===== config.mk =====
export PLATFORM = sky130hd
export DESIGN_NAME = mpmc9_strip_sequencer
export DESIGN_NICKNAME = d
export VERILOG_FILES = /design/src/rtl/mpmc9_strip_sequencer.sv
export SDC_FILE = /design/constraint.sdc
export NUM_CORES = 1
export LEC_CHECK = 0
export ABC_AREA = 1
export BUFFER_PORTS_ARGS = -buffer_cell sky130_fd_sc_hd__buf_2
export CAP_MARGIN = 20
export CORE_MARGIN = 1.5
export CORE_UTILIZATION = 58
export DETAILED_ROUTE_END_ITERATION = 10
export GPL_TIMING_DRIVEN = 0
export PLACE_DENSITY = 0.86
export SLEW_MARGIN = 20
export SYNTH_ARGS = -nofsm -noshare
export SYNTH_HDL_FRONTEND = slang
export SYNTH_SLANG_ARGS = --single-unit

===== constraint.sdc =====
create_clock -name clk -period 2.9 [get_ports clk]
set_input_delay 0.145 -clock clk [delete_from_list [all_inputs] [get_ports clk]]
set_output_delay 0.145 -clock clk [all_outputs]
set_load 0.02 [all_outputs]

===== src/rtl/mpmc9_strip_sequencer.sv =====
// mpmc9_strip_sequencer
// Issues the train of app-interface commands for one memory transaction,
// counts accepted commands and returned read strips, tags each returned
// strip with its index and pulses done when the transaction is complete.
module mpmc9_strip_sequencer #(
  parameter int          STRIP_BYTES = 16,
  parameter int          AW          = 32,
  parameter logic [2:0]  CMD_RD      = 3'b001,
  parameter logic [2:0]  CMD_WR      = 3'b000
) (
  input  logic          clk,
  input  logic          rst,
  input  logic          start,
  input  logic          we,
  input  logic [AW-1:0] adr,
  input  logic [5:0]    num_strips,
  input  logic          app_rdy,
  input  logic          app_rd_data_valid,
  output logic          app_en,
  output logic [2:0]    app_cmd,
  output logic [AW-1:0] app_addr,
  output logic [5:0]    strip_num,
  output logic          busy,
  output logic          done
);

  localparam int            OFS        = $clog2(STRIP_BYTES);
  localparam logic [AW-1:0] STEP       = AW'(STRIP_BYTES);
  localparam logic [AW-1:0] ALIGN_MASK = {AW{1'b1}} << OFS;

  localparam logic [1:0] S_IDLE = 2'd0;
  localparam logic [1:0] S_CMD  = 2'd1;
  localparam logic [1:0] S_WAIT = 2'd2;
  localparam logic [1:0] S_DONE = 2'd3;

  logic [1:0] state;
  logic       we_lat;
  logic [5:0] ns_lat;
  logic [5:0] cmd_cnt;
  logic [5:0] resp_cnt;

  logic accept;
  logic last_cmd;
  logic resp_active;
  logic final_resp;

  // Handshake and completion conditions shared by the state machine.
  // A write is always a single command, so it is "last" on its first accept.
  always_comb begin
    accept      = app_en & app_rdy;
    last_cmd    = we_lat | (cmd_cnt == ns_lat);
    resp_active = ((state == S_CMD) | (state == S_WAIT)) & app_rd_data_valid;
    final_resp  = resp_active & ~we_lat & (resp_cnt == ns_lat);
  end

  // The returned strip is tagged with the number of strips already received.
  assign strip_num = resp_cnt;

  // Transaction state machine with registered command and status outputs.
  always_ff @(posedge clk or posedge rst) begin
    if (rst) begin
      state    <= S_IDLE;
      we_lat   <= 1'b0;
      ns_lat   <= 6'd0;
      cmd_cnt  <= 6'd0;
      resp_cnt <= 6'd0;
      app_en   <= 1'b0;
      app_cmd  <= CMD_RD;
      app_addr <= '0;
      busy     <= 1'b0;
      done     <= 1'b0;
    end else begin
      case (state)
        S_IDLE: begin
          done <= 1'b0;
          if (start) begin
            we_lat   <= we;
            ns_lat   <= num_strips;
            app_addr <= adr & ALIGN_MASK;
            app_cmd  <= we ? CMD_WR : CMD_RD;
            cmd_cnt  <= 6'd0;
            resp_cnt <= 6'd0;
            app_en   <= 1'b1;
            busy     <= 1'b1;
            state    <= S_CMD;
          end
        end

        S_CMD: begin
          if (accept) begin
            app_addr <= app_addr + STEP;
            if (!last_cmd) begin
              cmd_cnt <= cmd_cnt + 6'd1;
            end
          end
          if (resp_active && !final_resp) begin
            resp_cnt <= resp_cnt + 6'd1;
          end
          if (final_resp) begin
            app_en <= 1'b0;
            done   <= 1'b1;
            state  <= S_DONE;
          end else if (accept && last_cmd) begin
            app_en <= 1'b0;
            if (we_lat) begin
              done  <= 1'b1;
              state <= S_DONE;
            end else begin
              state <= S_WAIT;
            end
          end
        end

        S_WAIT: begin
          if (resp_active && !final_resp) begin
            resp_cnt <= resp_cnt + 6'd1;
          end
          if (final_resp) begin
            done  <= 1'b1;
            state <= S_DONE;
          end
        end

        S_DONE: begin
          done  <= 1'b0;
          busy  <= 1'b0;
          state <= S_IDLE;
        end

        default: begin
          app_en <= 1'b0;
          busy   <= 1'b0;
          done   <= 1'b0;
          state  <= S_IDLE;
        end
      endcase
    end
  end

endmodule

==> flow_summary_export.csv <==
group,metric,value,unit
synth,syn_area_per_cell,6.87,µm²
setup_path,cp_data_required_time,3150,ps
global_route,grt.met3_usage,5.60,%
synth,seq_area_frac_synth,36.6,%
die,die_h,82.1,µm
global_route,grt_first_pass_wirelength,16.1,mm
clock_tree,cts_tree,"yes",
synth,async_reset_ff_share,100,%
run,maxCapViolations,0,
global_route,grt_max_degree,54,
sta,hold_viol_final,0,
clock_tree,clk-insertion-delay-late,320,ps
routing,route.vias.total,3801,
global_route,global_route.overflow_total,0,
cells_and_area,final_common_cell,"sky130_fd_sc_hd__nand2_1",
routing,drt_pass1_iterations,5,
die,num_rows,28,
sta,slew_headroom,55.8,%
sta,final_min_period_over_clock_period,73.9,%
cells_and_area,areaGrowthSynthToFinish,17.9,%
clock_tree,cts_sinks,53,
sta,rsz0062_at_grt,"no",
synth,yosys_most_used_dff,"sky130_fd_sc_hd__dfrtp_1",
routing,viasPerCell,5.48,
clock_tree,clk_root_buffer_cell,"sky130_fd_sc_hd__clkbuf_8",
power_and_ir_drop,leakage,2.17,nW
synth,combinational_family_with_the_most_area_after_synthesis,"simple AND/OR/NAND/NOR gates",
routing,drt_iter0_markers,303,
hold_path,min-delay-path-class,"input pin to flop",
sta,layout_min_cycle_time,2140,ps
cells_and_area,diodes,0,
die,area_of_the_die,0.00674,mm²
sta,fmax,466,MHz
cells_and_area,final_cell_mix,"156 x sky130_fd_sc_hd__nand2_1, 85 x sky130_fd_sc_hd__buf_2, 58 x sky130_fd_sc_hd__inv_1",
clock_tree,clock_tree.htree_level_count,2,
synth,synth_fa_ha_area_share,2.41,%
synth,ys.warnings.count,0,
die,dieWidth,82.1,µm
sta,worst_pin_slew,663,ps
synth,synth-compound-area-share,12.3,%
hold_path,timing.hold.worst.start,"num_strips[1]",
sta,finalSetupViolations,0,
clock_tree,cts_buffer_depth,2,
routing,post-route-drc-count,0,
synth,yosysUniqueCellTypes,39,
routing,wirelength,9.94,mm
synth,synth.mux.area_fraction,0,%
routing,wire_length_per_cell,14.3,µm
synth,post_synth_main_area_contributors,"sky130_fd_sc_hd__dfrtp_1 36%, sky130_fd_sc_hd__nand2_1 16%, sky130_fd_sc_hd__inv_1 6.1%",
die,placeableCoreArea,0.00599,mm²
synth,synth_area_leader_cell,"sky130_fd_sc_hd__dfrtp_1",
setup_path,timing.critical_path.from,"state[0]",
power_and_ir_drop,worst_ir_drop_vdd,0.000757,V
global_route,number_of_global_route_vias_before_repair,3534,
synth,syn_area,0.00363,mm²
global_route,grtUsageMet2,54.5,%
global_route,grt.busiest_layer,"met2",
placed_design,final_weighted_congestion_in_routability_driven_placement,0.924,
die,initial_utilization,60.6,%
sta,timing.setup.tns,0,ps
placed_design,dp_hpwl,7.32,mm
cells_and_area,layout-drive-gt1-share,21.6,%
global_route,grt_util_all_layers,31.1,%
synth,number_of_enable_type_register_cells_in_the_synthesized_netlist,0,
setup_path,timing_worst_setup_path_type,"flop to flop",
die,floorplan.io_pins,88,
setup_path,worstPathMaxFanout,10,
clock_tree,post_cts_hold_buffer_count,1,
clock_tree,cts.repair.resized,0,
placed_design,portBuffers,77,
global_route,antenna_found_initial,0,
clock_tree,path_clk_slew,100,ps
power_and_ir_drop,p_total,0.00492,W
sta,fin_skew,8.36,ps
clock_tree,cts_inserted_buffers,5,
synth,synth_cells,528,
sta,report.final.slew_viol_count,0,
synth,synth_simple_gate_area_share,35.1,%
synth,number_of_storage_elements_in_the_synthesis_netlist,53,
synth,synth_top_cell_area_share,35.8,%
setup_path,cp_data_arrival_time,2390,ps
setup_path,crit_path_start_kind,"flop",
run_status,outcome,"complete, no violations",
global_route,met1_usage_grt,38.5,%
power_and_ir_drop,power.density,1150,mW/mm²
clock_tree,cts_setup_buffers,0,
setup_path,r2r_start,"state[0]",
setup_path,setup.worst_path.end_class,"flop",
cells_and_area,final_net_count,669,
routing,antenna_violating_nets_post_route,0,
synth,synthXorXnorAreaFrac,3.14,%
critical path: stages, from the launching register on:
cell and delay [ps]:
sky130_fd_sc_hd__dfrtp_1 440, sky130_fd_sc_hd__inv_1 110, sky130_fd_sc_hd__ha_1 230, sky130_fd_sc_hd__nand2_2 90, sky130_fd_sc_hd__clkinv_2 130, sky130_fd_sc_hd__a21oi_2 200, sky130_fd_sc_hd__a21oi_4 90, sky130_fd_sc_hd__inv_2 140
sky130_fd_sc_hd__clkbuf_1 450, sky130_fd_sc_hd__nand2_1 90, sky130_fd_sc_hd__o21ai_1 110
synth_stat cells (4+ instances only):
cell type / instances
sky130_fd_sc_hd__or2_2: 6
sky130_fd_sc_hd__nand4_1: 9
sky130_fd_sc_hd__a21oi_1: 9
sky130_fd_sc_hd__buf_2: 8
sky130_fd_sc_hd__xnor2_1: 4
sky130_fd_sc_hd__ha_1: 7
sky130_fd_sc_hd__nor2_2: 5
sky130_fd_sc_hd__o21ai_1: 8
sky130_fd_sc_hd__clkbuf_1: 7
sky130_fd_sc_hd__buf_4: 8
sky130_fd_sc_hd__nor3_1: 5
sky130_fd_sc_hd__nand2_1: 156
sky130_fd_sc_hd__nand2_2: 4
sky130_fd_sc_hd__o21ai_0: 42
sky130_fd_sc_hd__o22ai_1: 7
sky130_fd_sc_hd__xor2_1: 9
sky130_fd_sc_hd__nand3_1: 42
sky130_fd_sc_hd__nor2_1: 47
sky130_fd_sc_hd__nand3b_1: 4
sky130_fd_sc_hd__nor3_2: 5
sky130_fd_sc_hd__dfrtp_1: 52
sky130_fd_sc_hd__inv_1: 59
sky130_fd_sc_hd__a22oi_1: 4
flip-flops by register name, summed over array words and instances, names as in the netlist:
| signal | count |
|---|---|
| done | 1 |
| app_cmd | 1 |
| app_addr | 28 |
| state | 2 |
| strip_num | 6 |
| ns_lat | 6 |
| cmd_cnt | 6 |
| we_lat | 1 |
| busy | 1 |
| app_en | 1 |
logic make-up (layout without fill, tap and decap cells):
logic type / after synthesis / in the layout
AO/OA/AOI/OAI: 79 / 79
flip-flops: 53 / 53
other: 1 / 6
adder cells (fa/ha/maj): 7 / 7
buffers and inverters: 87 / 173
XOR/XNOR: 13 / 13
AND/OR/NAND/NOR: 288 / 288
per-layer routing:
layer  routed length (µm)  share of wire (%)
met1                 4250                 43
met2                 4830                 49
met4                  178                1.8
met5                    0                  0
met3                  677                6.8
stage by stage:
stage / setup WS (ps) / hold WS [ps] / std cells / area, µm² / utilization [%]
after floorplan: 1190 / 266 / 533 / 3650 / -
after global placement: 715 / 351 / 685 / 4130 / 68.9
after detailed placement: 819 / 296 / 685 / 4130 / 68.9
after CTS: 781 / 31.1 / 694 / 4280 / 71.4
after global routing: 549 / 47.0 / 694 / 4280 / 71.4
final: 756 / 26.3 / 694 / 4280 / 71.4
where the power goes:
group	internal, W	switching (W)	total [W]
registers	0.00108	0.000384	0.00146
clock network	0.000348	0.000277	0.000625
logic	0.000938	0.00190	0.00284
total	0.00236	0.00256	0.00492
area by class of cell:
type                    count  area, µm²
multi-input cells         393       1940
fillers                   498       1710
flip-flops and latches     53       1330
repair buffers             78        395
inverters                  62        236
plain buffers              25        143
well taps                  75       93.8
clock buffers               5       68.8
clock inverters             3       68.8
final timing paths:
| path | to | slack, ps | cells past startpoint |
|---|---|---|---|
| setup / recovery | app_addr[22] | 760 | 10 |
| hold / removal | ns_lat[1] | 30 | 3 |
| setup reg to reg | app_addr[22] | 760 | 10 |
| hold reg to reg | done | 500 | 2 |
| max in group asynchronous | ns_lat[3] | 2000 | 3 |
| min in group asynchronous | app_addr[8] | 460 | 3 |
No activity file was read; power rests on OpenSTA's default activity.
